==> src/rtl/mul64_per_if.sv <==
// openMSP430-style peripheral bus between the multiplier initiator and the peripheral.
interface mul64_per_if;
    logic [13:0] per_addr;
    logic [15:0] per_din;
    logic        per_en;
    logic [1:0]  per_we;
    logic [15:0] per_dout;

    modport master (output per_addr, per_din, per_en, per_we, input per_dout);
    modport slave  (input per_addr, per_din, per_en, per_we, output per_dout);
endinterface

==> src/rtl/mul64_per_master.sv <==
// Bus initiator that runs a full 32x32->64 multiply on the per_* multiplier peripheral:
// writes both operands, pulses the control register, reads back four result words.
module mul64_per_master #(
    parameter logic [13:0] BASE_ADDR = 14'hA0,
    parameter int          WAIT_CYC  = 0
) (
    input  logic        mclk,
    input  logic        puc_rst,
    input  logic        start,
    input  logic [31:0] op_a,
    input  logic [31:0] op_b,
    output logic        busy,
    output logic        done,
    output logic [63:0] result,
    mul64_per_if.master per
);

    localparam int WAIT_CLAMP = (WAIT_CYC > 15) ? 15 : ((WAIT_CYC < 0) ? 0 : WAIT_CYC);
    // Counter holds the remaining idle cycles after the current one, so it exits on zero.
    localparam logic [3:0] WAIT_LOAD = (WAIT_CLAMP > 0) ? 4'(WAIT_CLAMP - 1) : 4'd0;

    typedef enum logic [3:0] {
        S_IDLE, S_WR_ALO, S_WR_AHI, S_WR_BLO, S_WR_BHI, S_CTL1, S_CTL0,
        S_WAIT, S_RD0, S_RD1, S_RD2, S_RD3, S_DONE
    } state_t;

    state_t      state_q, state_d;
    logic [31:0] op_a_q, op_a_d;
    logic [31:0] op_b_q, op_b_d;
    logic [3:0]  wait_q, wait_d;
    logic [63:0] result_q, result_d;

    always_ff @(posedge mclk or posedge puc_rst) begin
        if (puc_rst) begin
            state_q  <= S_IDLE;
            op_a_q   <= '0;
            op_b_q   <= '0;
            wait_q   <= '0;
            result_q <= '0;
        end else begin
            state_q  <= state_d;
            op_a_q   <= op_a_d;
            op_b_q   <= op_b_d;
            wait_q   <= wait_d;
            result_q <= result_d;
        end
    end

    always_comb begin
        state_d = state_q;
        case (state_q)
            S_IDLE:   if (start) state_d = S_WR_ALO;
            S_WR_ALO: state_d = S_WR_AHI;
            S_WR_AHI: state_d = S_WR_BLO;
            S_WR_BLO: state_d = S_WR_BHI;
            S_WR_BHI: state_d = S_CTL1;
            S_CTL1:   state_d = S_CTL0;
            S_CTL0:   state_d = (WAIT_CLAMP == 0) ? S_RD0 : S_WAIT;
            S_WAIT:   if (wait_q == 4'd0) state_d = S_RD0;
            S_RD0:    state_d = S_RD1;
            S_RD1:    state_d = S_RD2;
            S_RD2:    state_d = S_RD3;
            S_RD3:    state_d = S_DONE;
            S_DONE:   state_d = S_IDLE;
            default:  state_d = S_IDLE;
        endcase
    end

    // Datapath: operand capture, wait countdown, word-wise result assembly.
    always_comb begin
        op_a_d   = op_a_q;
        op_b_d   = op_b_q;
        wait_d   = wait_q;
        result_d = result_q;
        if (state_q == S_IDLE && start) begin
            op_a_d = op_a;
            op_b_d = op_b;
        end
        if (state_q == S_CTL0)
            wait_d = WAIT_LOAD;
        else if (state_q == S_WAIT && wait_q != 4'd0)
            wait_d = wait_q - 4'd1;
        case (state_q)
            S_RD0:   result_d[15:0]  = per.per_dout;
            S_RD1:   result_d[31:16] = per.per_dout;
            S_RD2:   result_d[47:32] = per.per_dout;
            S_RD3:   result_d[63:48] = per.per_dout;
            default: ;
        endcase
    end

    // Bus outputs decode registered state only, so an idle or reset state drives all zeros.
    always_comb begin
        per.per_en   = 1'b0;
        per.per_we   = 2'b00;
        per.per_addr = 14'd0;
        per.per_din  = 16'd0;
        case (state_q)
            S_WR_ALO: begin per.per_en = 1'b1; per.per_we = 2'b11; per.per_addr = BASE_ADDR;         per.per_din = op_a_q[15:0];  end
            S_WR_AHI: begin per.per_en = 1'b1; per.per_we = 2'b11; per.per_addr = BASE_ADDR + 14'd1; per.per_din = op_a_q[31:16]; end
            S_WR_BLO: begin per.per_en = 1'b1; per.per_we = 2'b11; per.per_addr = BASE_ADDR + 14'd2; per.per_din = op_b_q[15:0];  end
            S_WR_BHI: begin per.per_en = 1'b1; per.per_we = 2'b11; per.per_addr = BASE_ADDR + 14'd3; per.per_din = op_b_q[31:16]; end
            S_CTL1:   begin per.per_en = 1'b1; per.per_we = 2'b11; per.per_addr = BASE_ADDR + 14'd8; per.per_din = 16'h0001;      end
            S_CTL0:   begin per.per_en = 1'b1; per.per_we = 2'b11; per.per_addr = BASE_ADDR + 14'd8; per.per_din = 16'h0000;      end
            S_RD0:    begin per.per_en = 1'b1; per.per_addr = BASE_ADDR + 14'd4; end
            S_RD1:    begin per.per_en = 1'b1; per.per_addr = BASE_ADDR + 14'd5; end
            S_RD2:    begin per.per_en = 1'b1; per.per_addr = BASE_ADDR + 14'd6; end
            S_RD3:    begin per.per_en = 1'b1; per.per_addr = BASE_ADDR + 14'd7; end
            default:  ;
        endcase
        busy   = (state_q != S_IDLE) && (state_q != S_DONE);
        done   = (state_q == S_DONE);
        result = result_q;
    end

endmodule

==> src/flat_wrapper.sv <==
// flat-port wrapper written by rule: the top's interface ports become plain ports
module mul64_per_master_flat 
#(
    parameter logic [13:0] BASE_ADDR = 14'hA0,
    parameter int          WAIT_CYC  = 0
)
  (mclk, puc_rst, start, op_a, op_b, busy, done, result, per_per_addr, per_per_din, per_per_en, per_per_we, per_per_dout);
  mul64_per_if per_i ();
  input  logic mclk;
  input  logic puc_rst;
  input  logic start;
  input  logic [31:0] op_a;
  input  logic [31:0] op_b;
  output logic busy;
  output logic done;
  output logic [63:0] result;
  output wire logic [$bits(per_i.per_addr)-1:0] per_per_addr;
  output wire logic [$bits(per_i.per_din)-1:0] per_per_din;
  output wire logic [$bits(per_i.per_en)-1:0] per_per_en;
  output wire logic [$bits(per_i.per_we)-1:0] per_per_we;
  input wire logic [$bits(per_i.per_dout)-1:0] per_per_dout;
  assign per_per_addr = per_i.per_addr;
  assign per_per_din = per_i.per_din;
  assign per_per_en = per_i.per_en;
  assign per_per_we = per_i.per_we;
  assign per_i.per_dout = per_per_dout;
  mul64_per_master #(.BASE_ADDR(BASE_ADDR), .WAIT_CYC(WAIT_CYC)) u_core (.mclk(mclk), .puc_rst(puc_rst), .start(start), .op_a(op_a), .op_b(op_b), .busy(busy), .done(done), .result(result), .per(per_i));
endmodule
==> config.mk <==
export PLATFORM = sky130hd
export DESIGN_NAME = mul64_per_master_flat
export DESIGN_NICKNAME = d
export VERILOG_FILES = /design/src/rtl/mul64_per_if.sv /design/src/rtl/mul64_per_master.sv /design/src/flat_wrapper.sv
export SDC_FILE = /design/constraint.sdc
export NUM_CORES = 1
export LEC_CHECK = 0
export CORE_AREA = 2 2 115 117
export DETAILED_ROUTE_END_ITERATION = 7
export DIE_AREA = 0 0 117 119
export PLACE_DENSITY = 0.8
export REMOVE_ABC_BUFFERS = 1
export SYNTH_ARGS = -nofsm -noshare
export SYNTH_HDL_FRONTEND = slang
export SYNTH_SLANG_ARGS = --single-unit
==> constraint.sdc <==
create_clock -name mclk -period 6.1 [get_ports mclk]
set_input_delay 1.22 -clock mclk [delete_from_list [all_inputs] [get_ports mclk]]
set_output_delay 1.22 -clock mclk [all_outputs]
set_load 0.005 [all_outputs]
; Yosys cells after proc, flatten, opt, wreduce, memory -nomap -nowiden
; Cells that the tools add are included.
; Widths: inputs -> output; s select.
[classes]
reduce_logical = 12
add_sub_neg = 1
mux = 9
eq_ne = 15
[ops]
columns = operator, n
row1 = $pmux 16 s5, 1
row2 = $pmux 8 s9, 1
row3 = $pmux 4 s12, 1
row4 = $eq 4x4->1 const B, 5
row5 = $eq 4x3->1 const B, 4
row6 = $mux 4, 4
row7 = $reduce_or 10->1, 1
row8 = $eq 4x2->1 const B, 2
row9 = $logic_not 4->1, 2
row10 = $reduce_bool 4->1, 2
row11 = $reduce_or 6->1, 1
row12 = $eq 4x1->1 const B, 1
row13 = $ne 4x4->1 const B, 1
row14 = $sub 4x1->4 const B, 1
row15 = $logic_and 1x1->1, 3
row16 = $mux 2, 1
row17 = $ne 2x1->1 const B, 1
row18 = $ne 2x2->1 const B, 1
row19 = $reduce_and 2->1, 1
row20 = $reduce_bool 2->1, 1
row21 = $reduce_or 2->1, 1
row22 = $mux 1, 1
[word_totals]
in_bits = 83
register_bits = 136

; Longest topological paths before layout
[logic_depth]
word_depth = 4
mapped_depth = 6
mapped_depth_nobuf = 5

; Least setup slack after synthesis
; No wires, ideal clock.
[synth_path]
kind = register to output
start = register u_core.state_q[2]
end = output port per_per_din[8]
path_stages_with_launch = 6
t_arrival_ps = 1420
required_time_ps = 4880
setup_slack_ps = 3460
cell_sequence = dfrtp_1 -> buf_2 -> nor4b_2 -> clkbuf_1 -> a22oi_1 -> o21ai_1
[synth_between]
elab_chain_len = 2
word_cells_on_any_way = 6
[synth_rtl]
columns = element, line
row1 = from (decl), mul64_per_master.sv:27  ; state_t state_q, state_d;
row2 = from (signal assigned), mul64_per_master.sv:41  ; state_q <= state_d;
row3 = "$eq 4x3->1, or another cell as far along", mul64_per_master.sv:98  ; case (state_q)
row4 = $pmux 16 s5 (*), mul64_per_master.sv:98
row5 = to (decl), flat_wrapper.sv:18  ; output wire logic [$bits(per_i.per_din)-1:0] per_per_din;
; Mark *: on every way between the ends. The rest lies on a longest branch, timed or not.

; Worst setup path in the final report
[layout_path]
start = register u_core.state_q[0]
end = output port per_per_din[13]
; The elaborated chain is that of the path after synthesis.

==> impl_metrics.prom <==
# TYPE chip_impl_metric gauge
chip_impl_metric{name="gp_routability_congestion",unit=""} 0.814
chip_impl_metric{name="initial_utilization",unit=""} 0.456
chip_impl_metric{name="timing.setup.tns",unit="ps"} 0
chip_impl_info{name="busiest_layer_in_global_routing",value="met2"} 1
chip_impl_metric{name="areaGrowthSynthToFinish",unit="%"} 41.6
chip_impl_metric{name="timing.critical_path.fanout_max",unit=""} 23
chip_impl_metric{name="ctsResizeCount",unit=""} 0
chip_impl_metric{name="p_per_area",unit="nW/um^2"} 549
chip_impl_metric{name="global_route.usage.met2",unit=""} 0.323
chip_impl_metric{name="max_cap_viol_count",unit=""} 0
chip_impl_info{name="r2r_start",value="u_core.state_q[0]"} 1
chip_impl_metric{name="postSynthRegisterBits",unit=""} 136
chip_impl_metric{name="routed_wire_length_per_instance",unit="um"} 17.3
chip_impl_info{name="timing_worst_setup_path_type",value="register to primary output"} 1
chip_impl_metric{name="finalHoldViolCount",unit=""} 0
chip_impl_metric{name="path_clk_slew",unit="ps"} 50
chip_impl_metric{name="grt_pass1_vias",unit=""} 4174
chip_impl_metric{name="iteration_0_drc_markers",unit=""} 160
chip_impl_metric{name="numCtsBuffers",unit=""} 17
chip_impl_metric{name="dpl_cell_area",unit="sq um"} 7670
chip_impl_metric{name="design.final.nets",unit=""} 669
chip_impl_metric{name="synth_edf_count",unit=""} 0
chip_impl_metric{name="core.rowCount",unit=""} 42
chip_impl_info{name="crit_path_end_kind",value="primary output"} 1
chip_impl_metric{name="worstPathRequired",unit="ps"} 4880
chip_impl_metric{name="die_w",unit="um"} 117
chip_impl_metric{name="postLayoutSetupSlackWorst",unit="ps"} 2190
chip_impl_metric{name="floorplan.die_area",unit="sq um"} 13900
chip_impl_metric{name="ys_seq_area_frac",unit=""} 0.579
chip_impl_metric{name="globalRouteMet3Util",unit=""} 0.0891
chip_impl_metric{name="top_level_ports",unit=""} 182
chip_impl_metric{name="coreArea",unit="sq um"} 12900
chip_impl_metric{name="synth_warnings",unit=""} 0
chip_impl_metric{name="grt_util_all_layers",unit=""} 0.202
chip_impl_info{name="rsz0062_at_grt",value="no"} 1
chip_impl_metric{name="post_synth_cell_types",unit=""} 43
chip_impl_info{name="yosys_most_used_dff",value="sky130_fd_sc_hd__dfrtp_1"} 1
chip_impl_metric{name="dr_total_vias",unit=""} 4008
chip_impl_metric{name="fin_total_pwr",unit="mW"} 4.57
chip_impl_metric{name="worst_path_largest_cell_delay",unit="ps"} 830
chip_impl_metric{name="place_hpwl",unit="um"} 9520
chip_impl_info{name="worstSetupStartpointType",value="register"} 1
chip_impl_info{name="timing.critical_path.slowest_stage_cell",value="sky130_fd_sc_hd__dfrtp_1"} 1
chip_impl_metric{name="setup-violations-final",unit=""} 0
chip_impl_metric{name="worst_skew_pair.late_latency",unit="ps"} 410
chip_impl_info{name="mostFrequentLayoutCells",value="sky130_fd_sc_hd__clkdlybuf4s50_1, sky130_fd_sc_hd__dfrtp_1, sky130_fd_sc_hd__mux2_2"} 1
chip_impl_metric{name="pre_repair_dr_iteration_count",unit=""} 4
chip_impl_metric{name="skew",unit="ps"} 5.65
chip_impl_info{name="first_element_of_the_critical_path",value="u_core.state_q[0]"} 1
chip_impl_metric{name="detail_route.wirelength",unit="um"} 13400
chip_impl_metric{name="antenna_found_initial",unit=""} 0
chip_impl_metric{name="use_met1",unit=""} 0.241
chip_impl_metric{name="syn_avg_cell_area",unit="sq um"} 14.2
chip_impl_info{name="cts_root_buffer",value="sky130_fd_sc_hd__clkbuf_16"} 1
chip_impl_metric{name="report.final.slew_viol_count",unit=""} 0
chip_impl_info{name="worst_hold_startpoint",value="u_core.result[15]"} 1
chip_impl_metric{name="worst_slew_pin_slew",unit="ps"} 1030
chip_impl_info{name="path_cells",value="nand2_1 -> o21ai_0 -> clkdlybuf4s50_1"} 1
chip_impl_metric{name="final_design_area_no_fill",unit="sq um"} 8320
chip_impl_metric{name="detail_route.vias_per_cell",unit=""} 5.18
chip_impl_metric{name="pre_cts_slack",unit="ps"} 2650
chip_impl_metric{name="critPathArrivalTime",unit="ps"} 2690
chip_impl_metric{name="htreeDepth",unit=""} 4
chip_impl_metric{name="drt_drc_violations_left",unit=""} 0
chip_impl_metric{name="grt_pass1_wl",unit="um"} 21500
chip_impl_metric{name="slew_headroom",unit=""} 0.311
chip_impl_metric{name="worst_ir_drop_vdd",unit="mV"} 0.327
chip_impl_metric{name="cts_hold_repair.buffers",unit=""} 0
chip_impl_metric{name="die_h",unit="um"} 119
chip_impl_metric{name="maximum_count_of_clock_buffers_along_a_single_path",unit=""} 2
chip_impl_metric{name="synthesis.instances",unit=""} 413
chip_impl_metric{name="gr-total-overflow",unit=""} 0
chip_impl_info{name="critical-path-top-delay-family",value="flip-flops"} 1
chip_impl_metric{name="num-fill-cells",unit=""} 993
chip_impl_metric{name="buffer_ports.inserted",unit=""} 173
chip_impl_info{name="clock_tree_from_tritoncts",value="done"} 1
chip_impl_metric{name="layout-drive-gt1-share",unit=""} 0.283
chip_impl_info{name="most_common_cell_after_layout_fill_and_taps_aside",value="sky130_fd_sc_hd__clkdlybuf4s50_1"} 1
chip_impl_metric{name="synth_area",unit="sq um"} 5880
chip_impl_metric{name="layout_worst_path_cycle_share",unit=""} 0.641
chip_impl_info{name="hp-class",value="register to register"} 1
chip_impl_metric{name="ant_nets",unit=""} 0
chip_impl_info{name="run_status",value="finished, final reports clean"} 1
chip_impl_metric{name="worstPathBufferInverterCount",unit=""} 1
chip_impl_metric{name="antenna_cells",unit=""} 0
chip_impl_metric{name="numClockSinks",unit=""} 136
chip_impl_metric{name="max_clock_freq",unit="MHz"} 256
chip_impl_metric{name="p_leak",unit="nW"} 3.46
chip_impl_metric{name="cts_post_setup_buffers_inserted",unit=""} 0
chip_impl_metric{name="hold_ws",unit="ps"} 495
chip_impl_metric{name="pin_count_of_the_biggest_net_entering_global_routing",unit=""} 65
chip_impl_metric{name="min_cycle_time_layout",unit="ps"} 3910
chip_impl_metric{name="synth_async_sr_flop_share",unit=""} 1.00
[power breakdown]
part | leakage, nW | switching, mW | internal, mW | total, mW
registers | 1.61 | 0.292 | 1.36 | 1.65
clock network | 0.322 | 0.373 | 0.744 | 1.12
logic | 1.52 | 0.625 | 1.18 | 1.80
[final timing paths]
| check | endpoint | slack [ps] | depth (start not counted) |
|---|---|---|---|
| min reg2reg | u_core.result[15] | 490 | 1 |
| max | per_per_din[13] | 2190 | 3 |
| max reg2reg | u_core.op_b_q[31] | 3490 | 3 |
| min in group asynchronous | u_core.result[39] | 1130 | 2 |
| max in group asynchronous | u_core.result[27] | 3960 | 3 |
| min | u_core.result[15] | 490 | 1 |
[stage by stage]
stage / util / instances
2_1_floorplan: - / 388
4_1_cts: 0.646 / 774
3_3_place_gp: 0.596 / 742
6_report: 0.646 / 774
5_1_grt: 0.646 / 774
3_5_place_dp: 0.596 / 742
[registers in the layout (all words and copies together) (netlist names)]
signal and count:
u_core.wait_q 4, u_core.result 64, u_core.state_q 4, u_core.op_a_q 32, u_core.op_b_q 32
[logic make-up after synthesis]
group,count (synthesis),share of synthesized area
mux,144,0.273
flops,136,0.579
compound gates,47,0.0528
simple gates,45,0.0496
buf+inv,39,0.0430
fa+ha+maj,1,0.00213
other cells,1,0.000638
[layout make-up]
type	count	area, sq um	area share
well taps	176	220	0.0265
flip-flops and latches	136	3400	0.409
clock inverters	13	200	0.0241
multi-input cells	245	2250	0.270
repair buffers	178	1770	0.213
inverters	7	28.8	0.00346
clock buffers	19	453	0.0544
[per-layer routing]
metal	share of wire	wire, um
met1	0.41	5440
met2	0.49	6490
met3	0.094	1260
met4	0.014	193
met5	0	0
[synthesized netlist by cell type, drive strengths merged (2+ instances only)]
library cell  number  area (sq um)
nor2               8          35.0
o32a               2          20.0
o21ai             17          85.1
o22ai              3          18.8
nor4b              3          38.8
or3                2          12.5
nand2              6          22.5
a21oi              2          10.0
nor3               6          41.3
clkbuf             4          15.0
inv                7          26.3
mux2i             16           160
buf               28           211
dfrtp            136          3400
nand3              5          42.5
nand2b            10          62.6
mux2             128          1440
a22oi             16           120
No activity file was read; power rests on OpenSTA's default activity.
